$ cat src/rtl/pipe_pkg.sv
// -----------------------------------------------------------------------------
// pipe_pkg
// Shared definitions for the pipeline sequencer of the 5-stage MIPS core:
//   seq_state_e      - sequencer FSM encoding (RUN / MEM_WAIT)
//   REG_ZERO         - register number of $zero, which never carries a hazard
//   load_use_hazard  - load-use detection between the ID and EX stages
// -----------------------------------------------------------------------------
package pipe_pkg;

   typedef enum logic {
      RUN      = 1'b0,
      MEM_WAIT = 1'b1
   } seq_state_e;

   localparam logic [4:0] REG_ZERO = 5'd0;

   // A load in EX whose destination is read by the instruction in ID.
   // Writes to $zero are discarded, so they can never create a dependency.
   function automatic logic load_use_hazard(
      input logic       ex_mem_read,
      input logic [4:0] ex_rt,
      input logic [4:0] id_rs,
      input logic [4:0] id_rt,
      input logic       id_uses_rt
   );
      return ex_mem_read & (ex_rt != REG_ZERO) &
             ((ex_rt == id_rs) | (id_uses_rt & (ex_rt == id_rt)));
   endfunction

endpackage

$ cat src/rtl/sat_counter.sv
// -----------------------------------------------------------------------------
// sat_counter
// Up-counter that sticks at all-ones instead of wrapping.
//   clk_i  - clock, rising edge
//   rst_i  - synchronous active-high clear
//   inc_i  - count one event this cycle
//   cnt_o  - current count
// -----------------------------------------------------------------------------
module sat_counter #(
   parameter int WIDTH = 16
) (
   input  logic             clk_i,
   input  logic             rst_i,
   input  logic             inc_i,
   output logic [WIDTH-1:0] cnt_o
);

   localparam logic [WIDTH-1:0] CNT_MAX  = {WIDTH{1'b1}};
   localparam logic [WIDTH-1:0] CNT_ONE  = {{(WIDTH-1){1'b0}}, 1'b1};
   localparam logic [WIDTH-1:0] CNT_ZERO = {WIDTH{1'b0}};

   logic [WIDTH-1:0] cnt_q;
   logic [WIDTH-1:0] cnt_d;

   // Next count: hold once saturated.
   always_comb begin
      cnt_d = cnt_q;
      if (inc_i && (cnt_q != CNT_MAX)) begin
         cnt_d = cnt_q + CNT_ONE;
      end else begin
         cnt_d = cnt_q;
      end
   end

   // Count register with synchronous clear.
   always_ff @(posedge clk_i) begin
      if (rst_i) begin
         cnt_q <= CNT_ZERO;
      end else begin
         cnt_q <= cnt_d;
      end
   end

   assign cnt_o = cnt_q;

endmodule

$ cat src/rtl/hazard_sequencer.sv
// -----------------------------------------------------------------------------
// hazard_sequencer
// Pipeline sequencer for the 5-stage MIPS core. Resolves, in priority order:
//   1. data memory not ready (freeze the whole pipeline, with timeout)
//   2. taken branch / jump from MEM (redirect PC, flush IF/ID, ID/EX, EX/MEM)
//   3. load-use hazard (hold PC and IF/ID, inject one bubble into ID/EX)
// Control outputs are combinational (Mealy); counters and mem_err registered.
// Ports:
//   clk, rst                         - clock, synchronous active-high reset
//   id_rs, id_rt, id_uses_rt         - source operands of the ID instruction
//   ex_mem_read, ex_rt               - load in EX and its destination
//   mem_branch, mem_zero, mem_jump   - control-flow resolution in MEM
//   mem_access, mem_ready            - data memory handshake
//   pc_write, pc_sel                 - PC enable and next-PC mux select
//   *_write, *_flush                 - pipeline buffer enables / bubble inserts
//   mem_err                          - sticky memory timeout flag
//   stall_cnt, flush_cnt             - saturating performance counters
// -----------------------------------------------------------------------------
module hazard_sequencer
   import pipe_pkg::*;
#(
   parameter int CNT_W       = 16,
   parameter int MEM_TIMEOUT = 15
) (
   input  logic             clk,
   input  logic             rst,
   input  logic [4:0]       id_rs,
   input  logic [4:0]       id_rt,
   input  logic             id_uses_rt,
   input  logic             ex_mem_read,
   input  logic [4:0]       ex_rt,
   input  logic             mem_branch,
   input  logic             mem_zero,
   input  logic             mem_jump,
   input  logic             mem_access,
   input  logic             mem_ready,
   output logic             pc_write,
   output logic             pc_sel,
   output logic             ifid_write,
   output logic             ifid_flush,
   output logic             idex_write,
   output logic             idex_flush,
   output logic             exmem_write,
   output logic             exmem_flush,
   output logic             memwb_write,
   output logic             mem_err,
   output logic [CNT_W-1:0] stall_cnt,
   output logic [CNT_W-1:0] flush_cnt
);

   localparam int WAIT_W = $clog2(MEM_TIMEOUT + 1);
   localparam logic [WAIT_W-1:0] WAIT_ZERO  = {WAIT_W{1'b0}};
   localparam logic [WAIT_W-1:0] WAIT_ONE   = {{(WAIT_W-1){1'b0}}, 1'b1};
   localparam logic [WAIT_W-1:0] WAIT_LIMIT = WAIT_W'(MEM_TIMEOUT);

   seq_state_e        state_q, state_d;
   logic [WAIT_W-1:0] wait_cnt_q, wait_cnt_d;
   logic              mem_err_q, mem_err_d;

   logic              lu_haz_s;
   logic              redir_s;
   logic              mwait_s;
   logic [WAIT_W-1:0] wait_next_s;
   logic              stall_inc_s;
   logic              flush_inc_s;

   assign lu_haz_s = load_use_hazard(ex_mem_read, ex_rt, id_rs, id_rt, id_uses_rt);
   assign redir_s  = (mem_branch & mem_zero) | mem_jump;
   // Once a timeout has been flagged the memory is treated as ready so the
   // core can keep running until software/reset deals with it.
   assign mwait_s  = mem_access & ~mem_ready & ~mem_err_q;

   // Wait-cycle count the current frozen cycle will represent.
   always_comb begin
      wait_next_s = WAIT_ONE;
      case (state_q)
         RUN:      wait_next_s = WAIT_ONE;
         MEM_WAIT: wait_next_s = wait_cnt_q + WAIT_ONE;
         default:  wait_next_s = WAIT_ONE;
      endcase
   end

   // Next-state and Mealy control outputs; later overrides take priority.
   always_comb begin
      state_d     = state_q;
      wait_cnt_d  = wait_cnt_q;
      mem_err_d   = mem_err_q;
      stall_inc_s = 1'b0;
      flush_inc_s = 1'b0;
      pc_write    = 1'b1;
      pc_sel      = 1'b0;
      ifid_write  = 1'b1;
      ifid_flush  = 1'b0;
      idex_write  = 1'b1;
      idex_flush  = 1'b0;
      exmem_write = 1'b1;
      exmem_flush = 1'b0;
      memwb_write = 1'b1;

      // Normal decode; a redirect flushes the hazarding instruction anyway.
      if (redir_s) begin
         pc_sel      = 1'b1;
         ifid_flush  = 1'b1;
         idex_flush  = 1'b1;
         exmem_flush = 1'b1;
         flush_inc_s = 1'b1;
      end else if (lu_haz_s) begin
         pc_write    = 1'b0;
         ifid_write  = 1'b0;
         idex_flush  = 1'b1;
         stall_inc_s = 1'b1;
      end else begin
         pc_sel      = 1'b0;
      end

      // Memory wait freezes everything, regardless of FSM state.
      if (mwait_s) begin
         pc_write    = 1'b0;
         pc_sel      = 1'b0;
         ifid_write  = 1'b0;
         ifid_flush  = 1'b0;
         idex_write  = 1'b0;
         idex_flush  = 1'b0;
         exmem_write = 1'b0;
         exmem_flush = 1'b0;
         memwb_write = 1'b0;
         flush_inc_s = 1'b0;
         stall_inc_s = 1'b1;
         if (wait_next_s == WAIT_LIMIT) begin
            mem_err_d  = 1'b1;
            state_d    = RUN;
            wait_cnt_d = WAIT_ZERO;
         end else begin
            state_d    = MEM_WAIT;
            wait_cnt_d = wait_next_s;
         end
      end else begin
         state_d    = RUN;
         wait_cnt_d = WAIT_ZERO;
      end

      // Reset holds the pipeline empty: no loads, bubbles everywhere.
      if (rst) begin
         pc_write    = 1'b0;
         pc_sel      = 1'b0;
         ifid_write  = 1'b0;
         ifid_flush  = 1'b1;
         idex_write  = 1'b0;
         idex_flush  = 1'b1;
         exmem_write = 1'b0;
         exmem_flush = 1'b1;
         memwb_write = 1'b0;
         stall_inc_s = 1'b0;
         flush_inc_s = 1'b0;
      end else begin
         memwb_write = memwb_write;
      end
   end

   // FSM, wait counter and sticky error register.
   always_ff @(posedge clk) begin
      if (rst) begin
         state_q    <= RUN;
         wait_cnt_q <= WAIT_ZERO;
         mem_err_q  <= 1'b0;
      end else begin
         state_q    <= state_d;
         wait_cnt_q <= wait_cnt_d;
         mem_err_q  <= mem_err_d;
      end
   end

   assign mem_err = mem_err_q;

   sat_counter #(.WIDTH(CNT_W)) u_stall_cnt (
      .clk_i (clk),
      .rst_i (rst),
      .inc_i (stall_inc_s),
      .cnt_o (stall_cnt)
   );

   sat_counter #(.WIDTH(CNT_W)) u_flush_cnt (
      .clk_i (clk),
      .rst_i (rst),
      .inc_i (flush_inc_s),
      .cnt_o (flush_cnt)
   );

endmodule

$ cat config.mk
export PLATFORM = sky130hd
export DESIGN_NAME = hazard_sequencer
export DESIGN_NICKNAME = d
export VERILOG_FILES = /design/src/rtl/pipe_pkg.sv /design/src/rtl/sat_counter.sv /design/src/rtl/hazard_sequencer.sv
export SDC_FILE = /design/constraint.sdc
export NUM_CORES = 1
export LEC_CHECK = 0
export ABC_AREA = 1
export CORE_MARGIN = 2
export CORE_UTILIZATION = 40
export DETAILED_ROUTE_END_ITERATION = 7
export GPL_ROUTABILITY_DRIVEN = 0
export HOLD_SLACK_MARGIN = 0.1
export PLACE_DENSITY = 0.68
export SYNTH_ARGS = -nofsm -noshare
export SYNTH_HDL_FRONTEND = slang
export SYNTH_SLANG_ARGS = --single-unit
$ cat constraint.sdc
create_clock -name clk -period 2.1 [get_ports clk]
set_input_delay 0.42 -clock clk [delete_from_list [all_inputs] [get_ports clk]]
set_output_delay 0.42 -clock clk [all_outputs]
set_load 0.05 [all_outputs]
==> impl_metrics.ini, run 1 <==
[outcome]
status = finished, final reports clean

[global_routing]
antenna_found_initial = 0
grt_max_degree = 21
grt_pass1_vias = 2402
grt_first_pass_wirelength_mm = 10.3
grt_use_total = 0.196
grt_overflow_total = 0

[timing]
min_period_ns = 2.05
rsz0062_at_grt = no
final_hold_viol_count = 0
slew_viol_final = 0
fin_crit_sh = 0.977
skew_ns = 0.0101
setup_viol = 0
slew_headroom = 0.660
tightestPinTransition_ns = 0.510
max_clock_freq_mhz = 487

[logic_synthesis]
synth_nets = 388
synth_common_cells = 89 x nand2_1, 48 x inv_1, 38 x dfxtp_1
syn_area_per_cell_sq_um = 6.76
netlist_instances = 361
synth.most_common_cell = nand2_1
ys.flop_type = dfxtp_1
synthTopCellsByArea = dfxtp_1 31%, nand2_1 14%, inv_1 7.4%
synth-edff-count = 0
yosysSeqAreaShare = 0.312
synth_seq_cells = 38
synth.yosys.warnings = 0
ys_types = 27
synth_top_area_frac = 0.312
synthArstFlopShare = 0
synth_area_sq_um = 2440
yosys.area.top_type = dfxtp_1

[cts]
cts.sinks = 38
clock_latency_ns = 0.29
clockBufferDepth = 2
cts_root_buf = clkbuf_8
cts_tree = yes
clk_pin_slew_ns = 0.08
cts_setup_buffers = 0
htreeDepth = 2
cts_buffers = 5
cts_hold_buf = 0

[power_and_ir_drop]
peakVddDrop_mv = 0.435
power_density_nw_per_um2 = 490
leakagePower_nw = 1.45

[setup_path]
crit_type = in -> out
crit_path_max_incr_delay_ns = 0.52
cp_top_family = buffers and inverters
crit_chain = clkdlybuf4s50_1, buf_4, nor2_2, o21ai_2, buf_12
endpoint_kind = output pin
path_buf_inv = 3
crit_arrival_ns = 1.63
crit_fanout = 4
start_kind = input port
required_ns = 1.68
slowest_stage = clkdlybuf4s50_1

[run]
drv_cap = 0

[route]
wl_mm = 6.01
viasPerCell = 4.87
via_count = 2491
drc = 0
wl_per_cell_um = 11.8
dr.first_iter.drc_count = 69
first_pass_iters = 4
detail-route-antenna-nets = 0

[die]
pin_count = 66
fp.dieH_um = 82.1
die-area_sq_um = 6740
fp.coreArea_sq_um = 5920
rows = 28
die_w_um = 82.1
start_util = 0.412

[cells_and_area]
area_delta_synth_final_pct = 39.8
layout.cells.non_filler = 511
design_area_sq_um = 3410
antenna_cells = 0
layout-drive-gt1-share = 0.193
nets = 463

[placed_design]
hpwl_mm = 4.59
io_buffers = 65
placed_cell_area_sq_um = 3250
dp.cells = 504

[hold_path]
hp-class = reg -> reg
## kinds of logic after synthesis
logic type               count (synthesis)  share of synthesized area
AO/OA/AOI/OAI                           46                      0.109
buffers and inverters                   67                      0.130
flip-flops                              38                      0.312
adder cells (fa/ha/maj)                  3                     0.0154
XOR/XNOR                                19                     0.0682
AND/OR/NAND/NOR                        188                      0.365
## routing by layer
metal / vias up / part of all wire / global-route usage
met1: 1132 / 0.45 / 0.238
met5: - / 0 / 0
met2: 56 / 0.49 / 0.336
met4: 0 / 0.0081 / 0.0650
met3: 4 / 0.051 / 0.0505
li1: 1299 / - / -
## final timing paths
kind | cells after the start | slack [ns] | startpoint | to
max | 5 | 0.05 | rst | idex_flush
min | 1 | 0.44 | state_q | wait_cnt_q[0]
max reg2reg | 10 | 0.42 | u_flush_cnt.cnt_o[0] | u_flush_cnt.cnt_o[7]
min reg2reg | 1 | 0.44 | state_q | wait_cnt_q[0]
## flip-flops by register name, indices dropped and copies added (netlist names)
name and count:
u_flush_cnt.cnt_o 16, u_stall_cnt.cnt_o 16, wait_cnt_q 4, mem_err 1, state_q 1
## power by group
part	leakage, nW	switching [W]	internal (W)
clock	0.0573	0.000263	0.000380
combinational	1.09	0.000168	0.000122
sequential	0.307	0.00000933	0.000727
total	1.45	0.000441	0.00123
## per-stage QoR
step	hold slack [ns]	utilization	setup TNS, ns	setup slack (ns)	total power [W]
global placement	0.420	0.549	-0.838	-0.213	0.00104
finish	0.439	0.576	0	0.0477	0.00167
floorplan	0.406	-	0	0.0239	0.000916
detailed placement	0.428	0.549	-0.996	-0.290	0.00104
global route	0.474	0.576	0	0.00194	0.00175
CTS	0.439	0.570	0	0.00183	0.00168
## layout by cell type, fill, tap and decap left out, types with 10 or more instances in the layout
cell / instances
xnor2_1: 10
clkdlybuf4s50_1: 35
buf_4: 20
nor2_1: 31
o21ai_0: 10
inv_1: 44
a21oi_2: 10
nand2_1: 85
nand3_1: 30
dfxtp_1: 37
a21oi_1: 24
## worst reg2reg max path, delay by kind of cell, from the launching register on
family | cells | cell delay, ns
DFF | 1 | 0.42
and+or+nand+nor | 7 | 0.70
adders and majority gates | 1 | 0.23
buffers and inverters | 1 | 0.11
AOI/OAI and AO/OA | 1 | 0.12
## repair_timing
action	in CTS	in global routing
resized for setup	26	25
pin swaps	10	11
endpoints found under the setup margin	5	7
## area by class of cell
type | count | area, sq um
sequential | 38 | 762
tap | 75 | 93.8
timing repair buffer | 82 | 821
multi-input combinational | 256 | 1420
clock buffer | 6 | 82.6
fill | 571 | 2510
clock inverter | 1 | 30.0
inverter | 53 | 203
No activity file was read; power rests on OpenSTA's default activity.
==> inputs of run 2 (changes only) <==
==> constraint.sdc (replaced) <==
create_clock -name clk -period 2.1 [get_ports clk]
set_input_delay 0.21 -clock clk [delete_from_list [all_inputs] [get_ports clk]]
set_output_delay 0.21 -clock clk [all_outputs]
set_load 0.05 [all_outputs]
==> impl_metrics.ini, run 2 (synthesis results as in run 1) <==
[outcome]
status = finished, final reports clean

[placed_design]
dp.cells = 500
place_ws_ns = 0.0912
hpwl_mm = 4.67
io_buffers = 65

[cells_and_area]
layout_common_cells = 89 x nand2_1, 56 x clkdlybuf4s50_1, 47 x inv_1
fill_cells = 583
layout-drive-gt1-share = 0.145
nets = 459
antenna_cells = 0
multi_input_area_sq_um = 1370
seq_area_sq_um = 761
layout.cells.non_filler = 508
area_delta_synth_final_pct = 35.2
final_common_cell = nand2_1

[die]
rows = 28
die-area_sq_um = 6740
fp.dieH_um = 82.1
start_util = 0.412
pin_count = 66
fp.coreArea_sq_um = 5920
die_w_um = 82.1

[cts]
clock_latency_ns = 0.29
clockBufferDepth = 2
cts_buffers = 5
cts_tree = yes
cts_root_buf = clkbuf_8
cts_hold_buf = 0
cts_setup_buffers = 0
clk_pin_slew_ns = 0.07
cts.sinks = 38
cts_resized = 0
htreeDepth = 2

[setup_path]
endpoint_kind = output pin
crit_fanout = 4
crit_arrival_ns = 1.73
crit_type = in -> out
required_ns = 1.89
start_kind = input port

[route]
wl_per_cell_um = 12.0
first_pass_iters = 4
viasPerCell = 4.89
dr.first_iter.drc_count = 108
drc = 0
via_count = 2483
wl_mm = 6.12
detail-route-antenna-nets = 0

[timing]
final_hold_viol_count = 0
rsz0062_at_grt = no
min_period_ns = 1.94
max_clock_freq_mhz = 516
slew_headroom = 0.646
tightestPinTransition_ns = 0.529
skew_ns = 0.00560
slew_viol_final = 0
fin_crit_sh = 0.922
layout_setup_ws_ns = 0.163
setup_viol = 0

[power_and_ir_drop]
leakagePower_nw = 1.33
power_density_nw_per_um2 = 464
p_total_w = 0.00153
peakVddDrop_mv = 0.358

[hold_path]
hp-class = reg -> reg

[global_routing]
grt_use_total = 0.194
grt_pass1_vias = 2377
antenna_found_initial = 0
grt_first_pass_wirelength_mm = 10.2
grt_max_degree = 21
grt_overflow_total = 0

[run]
drv_cap = 0
-- run 2: cell count changes in the layout (fill, tap and decap cells not counted), sizes merged --
cell / before / now
buf: 28 / 22
bufinv: 1 / 0
clkbuf: 10 / 7
clkdlybuf4s15: 3 / 0
clkdlybuf4s50: 35 / 56
clkinv: 0 / 1
dlygate4sd2: 8 / 0
dlymetal6s2s: 4 / 0
-- run 2: cell type report --
| class | instances | share of cell area |
|---|---|---|
| inverter | 53 | 0.0615 |
| clock buffer | 7 | 0.0262 |
| tap | 75 | 0.0285 |
| multi-input combinational | 256 | 0.417 |
| sequential | 38 | 0.231 |
| clock inverter | 1 | 0.00152 |
| timing repair buffer | 78 | 0.235 |
-- run 2: final timing paths --
| path | startpoint | endpoint | slack (ns) | cells past startpoint |
|---|---|---|---|---|
| worst max-delay path | ex_rt[4] | ifid_write | 0.16 | 11 |
| worst min-delay path | state_q | wait_cnt_q[0] | 0.43 | 1 |
| worst max register to register | u_stall_cnt.cnt_o[0] | u_stall_cnt.cnt_o[6] | 0.32 | 7 |
| worst min register to register | state_q | wait_cnt_q[0] | 0.43 | 1 |
-- run 2: per-stage QoR --
step / TNS (ns) / hold slack, ns / utilization / instance area (sq um)
after floorplan: -0.0342 / 0.286 / - / 2450
after global routing: 0 / 0.475 / 0.557 / 3300
after global placement: 0 / 0.417 / 0.540 / 3200
after CTS: 0 / 0.436 / 0.556 / 3290
final: 0 / 0.434 / 0.557 / 3300
after detailed placement: 0 / 0.426 / 0.540 / 3200
-- run 2: worst max-delay path: stages --
cell and delay, ns:
clkdlybuf4s50_1 0.54, inv_2 0.05, nand2_1 0.06, nand2_1 0.06
nor2_1 0.10, nand3_1 0.13, a21oi_2 0.22, nand2_1 0.07
nand2_1 0.06, inv_1 0.05, buf_4 0.18
-- run 2: where the power goes --
part	internal (W)	switching [W]	total, W
registers	0.000727	0.00000884	0.000735
clock network	0.000265	0.000257	0.000522
logic	0.000115	0.000160	0.000274
total	0.00111	0.000425	0.00153
-- run 2: routing by layer --
| metal | GRT usage | wire length, um | part of all wire |
|---|---|---|---|
| met5 | 0 | 0 | 0 |
| met4 | 0.0650 | 75 | 0.012 |
| met3 | 0.0473 | 261 | 0.043 |
| met2 | 0.337 | 2940 | 0.48 |
| met1 | 0.232 | 2840 | 0.46 |
